## src/rtl/instr_cache_miss_ctrl_pkg.sv

```systemverilog
// Shared types for the instruction-cache miss path: physical address,
// cache-line payload and the miss-controller state encoding.
package instr_cache_miss_ctrl_pkg;

  localparam int unsigned PADDR_W           = 32;
  localparam int unsigned ICACHE_LINE_BYTES = 16;
  localparam int unsigned ICACHE_LINE_W     = ICACHE_LINE_BYTES * 8;

  typedef logic [PADDR_W-1:0]       paddr_t;
  typedef logic [ICACHE_LINE_W-1:0] icache_data_entry_t;

  typedef enum logic [1:0] {
    IDLE = 2'd0,
    REQ  = 2'd1,
    RECV = 2'd2,
    FILL = 2'd3
  } icache_ctrl_state_t;

endpackage

```

## src/rtl/instr_cache_line_buf.sv

```systemverilog
// Line buffer that assembles memory response beats into a full cache line,
// beat 0 in the least significant bits.
module instr_cache_line_buf #(
  parameter int unsigned NUM_BEATS  = 4,
  parameter int unsigned BEAT_WIDTH = 32,
  parameter int unsigned IDX_W      = 2
) (
  input  logic                            i_clk,
  input  logic                            i_rst_n,
  input  logic                            i_we,
  input  logic                            i_clr,
  input  logic [IDX_W-1:0]                i_beat_idx,
  input  logic [BEAT_WIDTH-1:0]           i_beat_data,
  output logic [NUM_BEATS*BEAT_WIDTH-1:0] o_line
);

  localparam int unsigned LINE_W = NUM_BEATS * BEAT_WIDTH;

  logic [LINE_W-1:0] line_q;
  logic [LINE_W-1:0] line_d;

  // Clear wins over write so a new miss always starts from an empty line.
  always_comb begin
    line_d = line_q;
    if (i_clr) begin
      line_d = '0;
    end else if (i_we) begin
      for (int b = 0; b < NUM_BEATS; b++) begin
        if (i_beat_idx == IDX_W'(b)) begin
          line_d[b*BEAT_WIDTH +: BEAT_WIDTH] = i_beat_data;
        end
      end
    end
  end

  always_ff @(posedge i_clk or negedge i_rst_n) begin
    if (!i_rst_n) begin
      line_q <= '0;
    end else begin
      line_q <= line_d;
    end
  end

  assign o_line = line_q;

endmodule

```

## src/rtl/instr_cache_miss_ctrl.sv

```systemverilog
// Instruction-cache miss controller: issues one line-aligned memory read per
// miss, assembles the response beats and strobes the line into the cache.
module instr_cache_miss_ctrl
  import instr_cache_miss_ctrl_pkg::*;
#(
  parameter int unsigned CACHELINE_SIZE      = 16,
  parameter int unsigned CACHELINE_SIZE_BITS = 4,
  parameter int unsigned BEAT_WIDTH          = 32
) (
  input  logic                          i_clk,
  input  logic                          i_rst_n,
  input  logic                          i_miss,
  input  logic [PADDR_W-1:0]            i_miss_paddr,
  output logic                          o_miss_busy,
  output logic                          o_miss_done,
  input  logic                          i_flush,
  output logic                          o_mem_req,
  output logic [PADDR_W-1:0]            o_mem_paddr,
  input  logic                          i_mem_ack,
  input  logic                          i_mem_resp_valid,
  input  logic [BEAT_WIDTH-1:0]         i_mem_resp_data,
  output logic                          o_fill,
  output logic [PADDR_W-1:0]            o_fill_paddr,
  output logic [CACHELINE_SIZE*8-1:0]   o_fill_data,
  input  logic [31:0]                   i_log_fd
);

  localparam int unsigned LINE_W    = CACHELINE_SIZE * 8;
  localparam int unsigned NUM_BEATS = LINE_W / BEAT_WIDTH;
  localparam int unsigned CNT_W     = (NUM_BEATS > 1) ? $clog2(NUM_BEATS) : 1;
  localparam logic [CNT_W-1:0] LAST_BEAT = CNT_W'(NUM_BEATS - 1);
  localparam paddr_t OFFSET_MASK =
    paddr_t'((64'd1 << CACHELINE_SIZE_BITS) - 64'd1);

  icache_ctrl_state_t state_q, state_d;
  paddr_t             addr_q, addr_d;
  logic [CNT_W-1:0]   cnt_q, cnt_d;
  logic               discard_q, discard_d;
  logic               buf_we;
  logic               buf_clr;

  always_ff @(posedge i_clk or negedge i_rst_n) begin
    if (!i_rst_n) begin
      state_q   <= IDLE;
      addr_q    <= '0;
      cnt_q     <= '0;
      discard_q <= 1'b0;
    end else begin
      state_q   <= state_d;
      addr_q    <= addr_d;
      cnt_q     <= cnt_d;
      discard_q <= discard_d;
    end
  end

  // A flushed transaction still drains every beat so the memory side stays in
  // step; only the final fill strobe is dropped.
  always_comb begin
    state_d   = state_q;
    addr_d    = addr_q;
    cnt_d     = cnt_q;
    discard_d = discard_q;
    buf_we    = 1'b0;
    buf_clr   = 1'b0;
    case (state_q)
      IDLE: begin
        if (i_miss && !i_flush) begin
          addr_d  = i_miss_paddr & ~OFFSET_MASK;
          cnt_d   = '0;
          buf_clr = 1'b1;
          state_d = REQ;
        end
      end
      REQ: begin
        if (i_flush) discard_d = 1'b1;
        if (i_mem_ack) begin
          cnt_d   = '0;
          state_d = RECV;
        end
      end
      RECV: begin
        if (i_flush) discard_d = 1'b1;
        if (i_mem_resp_valid) begin
          buf_we = 1'b1;
          if (cnt_q == LAST_BEAT) begin
            cnt_d   = '0;
            state_d = FILL;
          end else begin
            cnt_d = cnt_q + CNT_W'(1);
          end
        end
      end
      FILL: begin
        discard_d = 1'b0;
        state_d   = IDLE;
      end
      default: state_d = IDLE;
    endcase
  end

  instr_cache_line_buf #(
    .NUM_BEATS  (NUM_BEATS),
    .BEAT_WIDTH (BEAT_WIDTH),
    .IDX_W      (CNT_W)
  ) u_line_buf (
    .i_clk       (i_clk),
    .i_rst_n     (i_rst_n),
    .i_we        (buf_we),
    .i_clr       (buf_clr),
    .i_beat_idx  (cnt_q),
    .i_beat_data (i_mem_resp_data),
    .o_line      (o_fill_data)
  );

  assign o_miss_busy  = (state_q != IDLE);
  assign o_mem_req    = (state_q == REQ);
  assign o_mem_paddr  = addr_q;
  assign o_fill_paddr = addr_q;
  assign o_fill       = (state_q == FILL) && !discard_q && !i_flush;
  assign o_miss_done  = o_fill;

`ifndef SYNTHESIS
  always_ff @(posedge i_clk) begin
    if (o_fill && (i_log_fd != 32'd0)) begin
      $display("icache fill paddr=%h data=%h", o_fill_paddr, o_fill_data);
    end
  end
`endif

endmodule

```

## config.mk

```make
export PLATFORM = sky130hd
export DESIGN_NAME = instr_cache_miss_ctrl
export DESIGN_NICKNAME = d
export VERILOG_FILES = /design/src/rtl/instr_cache_miss_ctrl_pkg.sv /design/src/rtl/instr_cache_line_buf.sv /design/src/rtl/instr_cache_miss_ctrl.sv
export SDC_FILE = /design/constraint.sdc
export NUM_CORES = 1
export LEC_CHECK = 0
export ABC_AREA = 1
export CELL_PAD_IN_SITES_DETAIL_PLACEMENT = 2
export CELL_PAD_IN_SITES_GLOBAL_PLACEMENT = 2
export CORE_ASPECT_RATIO = 0.75
export CORE_MARGIN = 10
export CORE_UTILIZATION = 24
export CTS_CLUSTER_DIAMETER = 120
export DETAILED_ROUTE_END_ITERATION = 12
export GPL_ROUTABILITY_DRIVEN = 0
export PLACE_DENSITY = 0.84
export SLEW_MARGIN = 20
export SYNTH_ARGS = -nofsm -noshare
export SYNTH_HDL_FRONTEND = slang
export SYNTH_SLANG_ARGS = --single-unit
```

## constraint.sdc

```tcl
create_clock -name i_clk -period 1.77 [get_ports i_clk]
set_clock_uncertainty 0.1 [all_clocks]
set_input_delay 0.531 -clock i_clk [delete_from_list [all_inputs] [get_ports i_clk]]
set_output_delay 0.531 -clock i_clk [all_outputs]
set_load 0.02 [all_outputs]
```

# [After elaboration in Yosys (flattened, before gate mapping)]
# Index checks and enable logic that the tools add are counted.
# Widths: inputs -> output; s select.
[totals] register_bits=161 out_inout_bits=196
[classes] add_sub_neg=1 eq_ne=11 mux=22 n_reduce_logical=24
[ops] op="$mux 128" count=2
[ops] op="$mux 32" count=4
[ops] op="$mux 2" count=8
[ops] op="$reduce_bool 2->1" count=7
[ops] op="$reduce_and 2->1" count=6
[ops] op="$eq 2x2->1 const B" count=4
[ops] op="$pmux 2 s4" count=1
[ops] op="$reduce_and 4->1" count=2
[ops] op="$ne 2x2->1 const B" count=3
[ops] op="$pmux 2 s3" count=1
[ops] op="$mux 1" count=5
[ops] op="$eq 2x1->1 const B" count=2
[ops] op="$logic_not 2->1" count=2
[ops] op="$ne 2x1->1 const B" count=2
[ops] op="$logic_and 1x1->1" count=3
[ops] op="$reduce_bool 3->1" count=1
[ops] op="$add 2x1->2 const B" count=1
[ops] op="$logic_not 1->1" count=2
[ops] op="$pmux 1 s2" count=1
[ops] op="$reduce_or 2->1" count=1

# [Logic depth before layout (Yosys ltp)]
[depth] word_depth=6 ltp_mapped=8

# [Cells and area by module]
# From an unflattened synthesis, not the netlist that was laid out.
[hier_totals] cells_unflattened=854 area_unflattened_um2=7248.2
[by_module_without_submodules] mod="instr_cache_line_buf" instances=1 cells_each=636 area_per_inst_um2=5391.4 seq_area_each_um2=3203.1
[by_module_without_submodules] mod="instr_cache_miss_ctrl" instances=1 cells_each=218 area_per_inst_um2=1856.8 seq_area_each_um2=825.8

# [Least setup slack after synthesis]
# No wires, ideal clock.
[synth_path] kind="reg-to-output" start="register state_q[1]" end="output o_miss_done" t_arrival_ps=1365 required_time_ps=1139 path_slack_ps=-226 path_stages_with_launch=5 cell_sequence="dfrtp_1 > ha_1 > inv_1 > nor3_1 > buf_4"
[synth_via] elab_chain_cells=3
[synth_rtl] item="from (decl)" line="instr_cache_miss_ctrl.sv:35" source="icache_ctrl_state_t state_q, state_d;"
[synth_rtl] item="from (signal assigned)" line="instr_cache_miss_ctrl.sv:49" source="state_q <= state_d;"
[synth_rtl] item="$eq 2x2->1" line="instr_cache_miss_ctrl.sv:119" source="assign o_fill = (state_q == FILL) && !discard_q && !i_flush;"
[synth_rtl] item="$logic_and 1x1->1 (2 in a row)" line="instr_cache_miss_ctrl.sv:119"
[synth_rtl] item="to (decl)" line="instr_cache_miss_ctrl.sv:15" source="output logic o_miss_done,"
# No other way between the ends.

# [Worst setup path after layout]
# Ends and elaborated chain as after synthesis.

==> reports/qor.txt <==
Worst Tran Pin Value = 0.510 ns
warning count from the yosys run = 0
crit start category = flip-flop
post-synth cell types = 23
CP arrival = 1.38 ns
# H-tree levels = 4
dominant cell type by area after synthesis = dfrtp_1
type of the worst setup path = reg2out
share of Yosys cell area claimed by the top area cell type = 0.582
final setup fails = 155
Setup crit start = state_q[1]$_DFFE_PN0P_
Hold Crit Class = in2async
largest net degree at the start of global routing = 57
register area share after synthesis = 0.582
reg2reg start = state_q[0]$_DFFE_PN0P_
worst-path maximum fanout = 3
Skew-Pair Late Insertion Delay = 0.44 ns
Routed Antenna Nets = 0
initial core utilization = 0.245
die width = 216 um
CTS Sinks = 161
area grow syn2layout = 93.6%
Crit. End Element = output pin
reg-to-reg slack, setup = -0.20 ns
Synth area leaders = dfrtp_1 58%, o21ai_0 11%, nand3_1 7.2%
count leader, synth = dfrtp_1
1st-iter DRT viols = 385
initial antenna violation count = 1
outcome = complete, but fails checks
Top Ports = 298
number of flops mapped to enable cells by yosys = 0
NumNets Final = 1156
Die Area = 0.0361 mm^2
clock slew at the register clock pins of the worst setup and hold paths = 0.07 ns
Core Footprint = 0.0282 mm^2
final core occ = 0.475
first-pass GRT wire length = 52.2 mm
Vias/cell = 4.83
Power Density = 1520 mW/mm^2
most frequent cells after synthesis = 161 x dfrtp_1, 152 x o21ai_0, 100 x nand3_1, 75 x inv_1, 74 x nand2_1
ratio of final minimum period to clock period = 1.14
failing checks = setup timing
Core Rows = 53
headroom to the max-slew limit = 0.658
max-slew violations = 0
1st-pass router iterations = 4
worst setup margin = -0.240 ns
Synth Register Bits = 161
max_cap viols = 0
routed wire length per instance = 27.9 um
Leakage = 6.27 nW
layout cells sized above 1 = 0.613
vias = 6965
Post-synth ARST share = 1.00
grt total ovfl = 0
clock buffer depth = 2
Tmin final = 2.01 ns
Mapped Cells = 716
total wire length after detailed routing = 40.3 mm
Top FF cell, synth = dfrtp_1
Crit path required time = 1.14 ns
Mean Syn Cell Area = 9.66 um^2
Peak VDD IR = 0.711 mV
dpl hpwl = 21.7 mm
CP endpoint = o_miss_done
cells on worst reg2reg path = 10
total routing usage reported by global routing = 0.190
RSZ-0062 raised after global routing = yes
Die H = 167 um
CTS buffer count = 17
number of global-route vias before repair = 7713
Hold Slack = 0.393 ns
Max Clk Rate = 0.497 GHz
Root Driver = clkbuf_16
I/O Buffers = 253
reg2reg end = u_line_buf.o_line[121]$_DFFE_PN0P_
drt drc = 0
Hold Fails Final Rpt = 0
Cell Area, Synth = 0.00692 mm^2
CTS tree = yes
==> cell families after synthesis <==
kind of cell | synth area share
AO/OA/AOI/OAI | 0.121
adder cells (fa/ha/maj) | 0.0181
buffers and inverters | 0.125
flip-flops | 0.582
other | 0.000542
AND/OR/NAND/NOR | 0.152
==> how the worst min path moves through the flow <==
stage	to	startpoint	slack [ns]
after floorplan	cnt_q[0]$_DFFE_PN0P_	i_rst_n	0.14
after global placement	u_line_buf.o_line[2]$_DFFE_PN0P_	i_rst_n	0.28
after detailed placement	u_line_buf.o_line[2]$_DFFE_PN0P_	i_rst_n	0.28
after CTS	u_line_buf.o_line[37]$_DFFE_PN0P_	i_rst_n	0.39
after global routing	u_line_buf.o_line[2]$_DFFE_PN0P_	i_rst_n	0.40
final	u_line_buf.o_line[2]$_DFFE_PN0P_	i_rst_n	0.39
==> metal layers <==
metal	wire length, um	part of all wire	GRT usage
met5	0	0	0
met4	1040	0.026	0.0531
met3	2110	0.052	0.0491
met2	20600	0.51	0.337
met1	16500	0.41	0.223
==> layout make-up <==
cell class,instances,area [um^2]
clock buffer,22,494
sequential,161,4040
inverter,76,300
antenna,1,2.50
fill,2753,14800
timing repair buffer,389,4100
clock inverter,10,100
tap,385,482
multi-input combinational,399,3870
==> sequential cells by signal (all words and copies together), names as in the netlist <==
name,flops
cnt_q,2
discard_q,1
o_fill_paddr,28
state_q,2
u_line_buf.o_line,128
==> power breakdown <==
group / total (W) / switching (W) / leakage (nW) / internal (W)
sequential: 0.00578 / 0.00102 / 2.15 / 0.00477
clock: 0.00387 / 0.00173 / 0.281 / 0.00214
combinational: 0.0108 / 0.00618 / 3.83 / 0.00458
==> repair_timing <==
item / in CTS / in global routing
setup buffers: 21 / 37
pin swaps: 20 / 35
setup endpoints to repair: 284 / 282
gates cloned: 22 / 23
hold endpoints to repair: 9 / 0
hold buffers: 1 / 0
gates resized for setup: 847 / 520
==> metrics by stage <==
step | instance area (um^2) | setup TNS, ns | setup slack [ns] | cells | total power, W
finish | 13400 | -12.86 | -0.240 | 1443 | 0.0204
global route | 13400 | -22.94 | -0.332 | 1443 | 0.0214
CTS | 12200 | -12.72 | -0.275 | 1389 | 0.0185
detailed placement | 9960 | -71.82 | -0.672 | 1315 | 0.0135
global placement | 9960 | -61.82 | -0.687 | 1315 | 0.0131
floorplan | 6950 | 0 | 0.00398 | 723 | 0.00936
==> critical path: stages, from the launching register on <==
cell	delay, ns
dfrtp_1	0.39
ha_2	0.21
inv_2	0.05
nor3_4	0.12
buf_4	0.17
==> cells in the final DEF, fill, tap and decap left out, types with 3 or more instances in the layout <==
cell type	instances
nand3_4	30
buf_8	8
inv_2	3
nand3_2	62
dfrtp_1	155
clkbuf_16	31
ha_1	6
buf_16	27
o21bai_1	4
clkinvlp_4	4
buf_4	47
clkdlybuf4s15_2	28
clkdlybuf4s50_1	63
nand2_2	17
clkbuf_2	5
o21ai_1	40
conb_1	8
buf_2	148
ha_4	3
dfrtp_2	6
inv_1	71
nand4_1	32
buf_12	31
o21ai_2	106
nand3_1	9
buf_6	16
o21ai_4	12
nand2_8	22
nand2_4	25
clkbuf_8	5
nand2_1	15
Note: power is estimated with default switching activity, not from simulation.
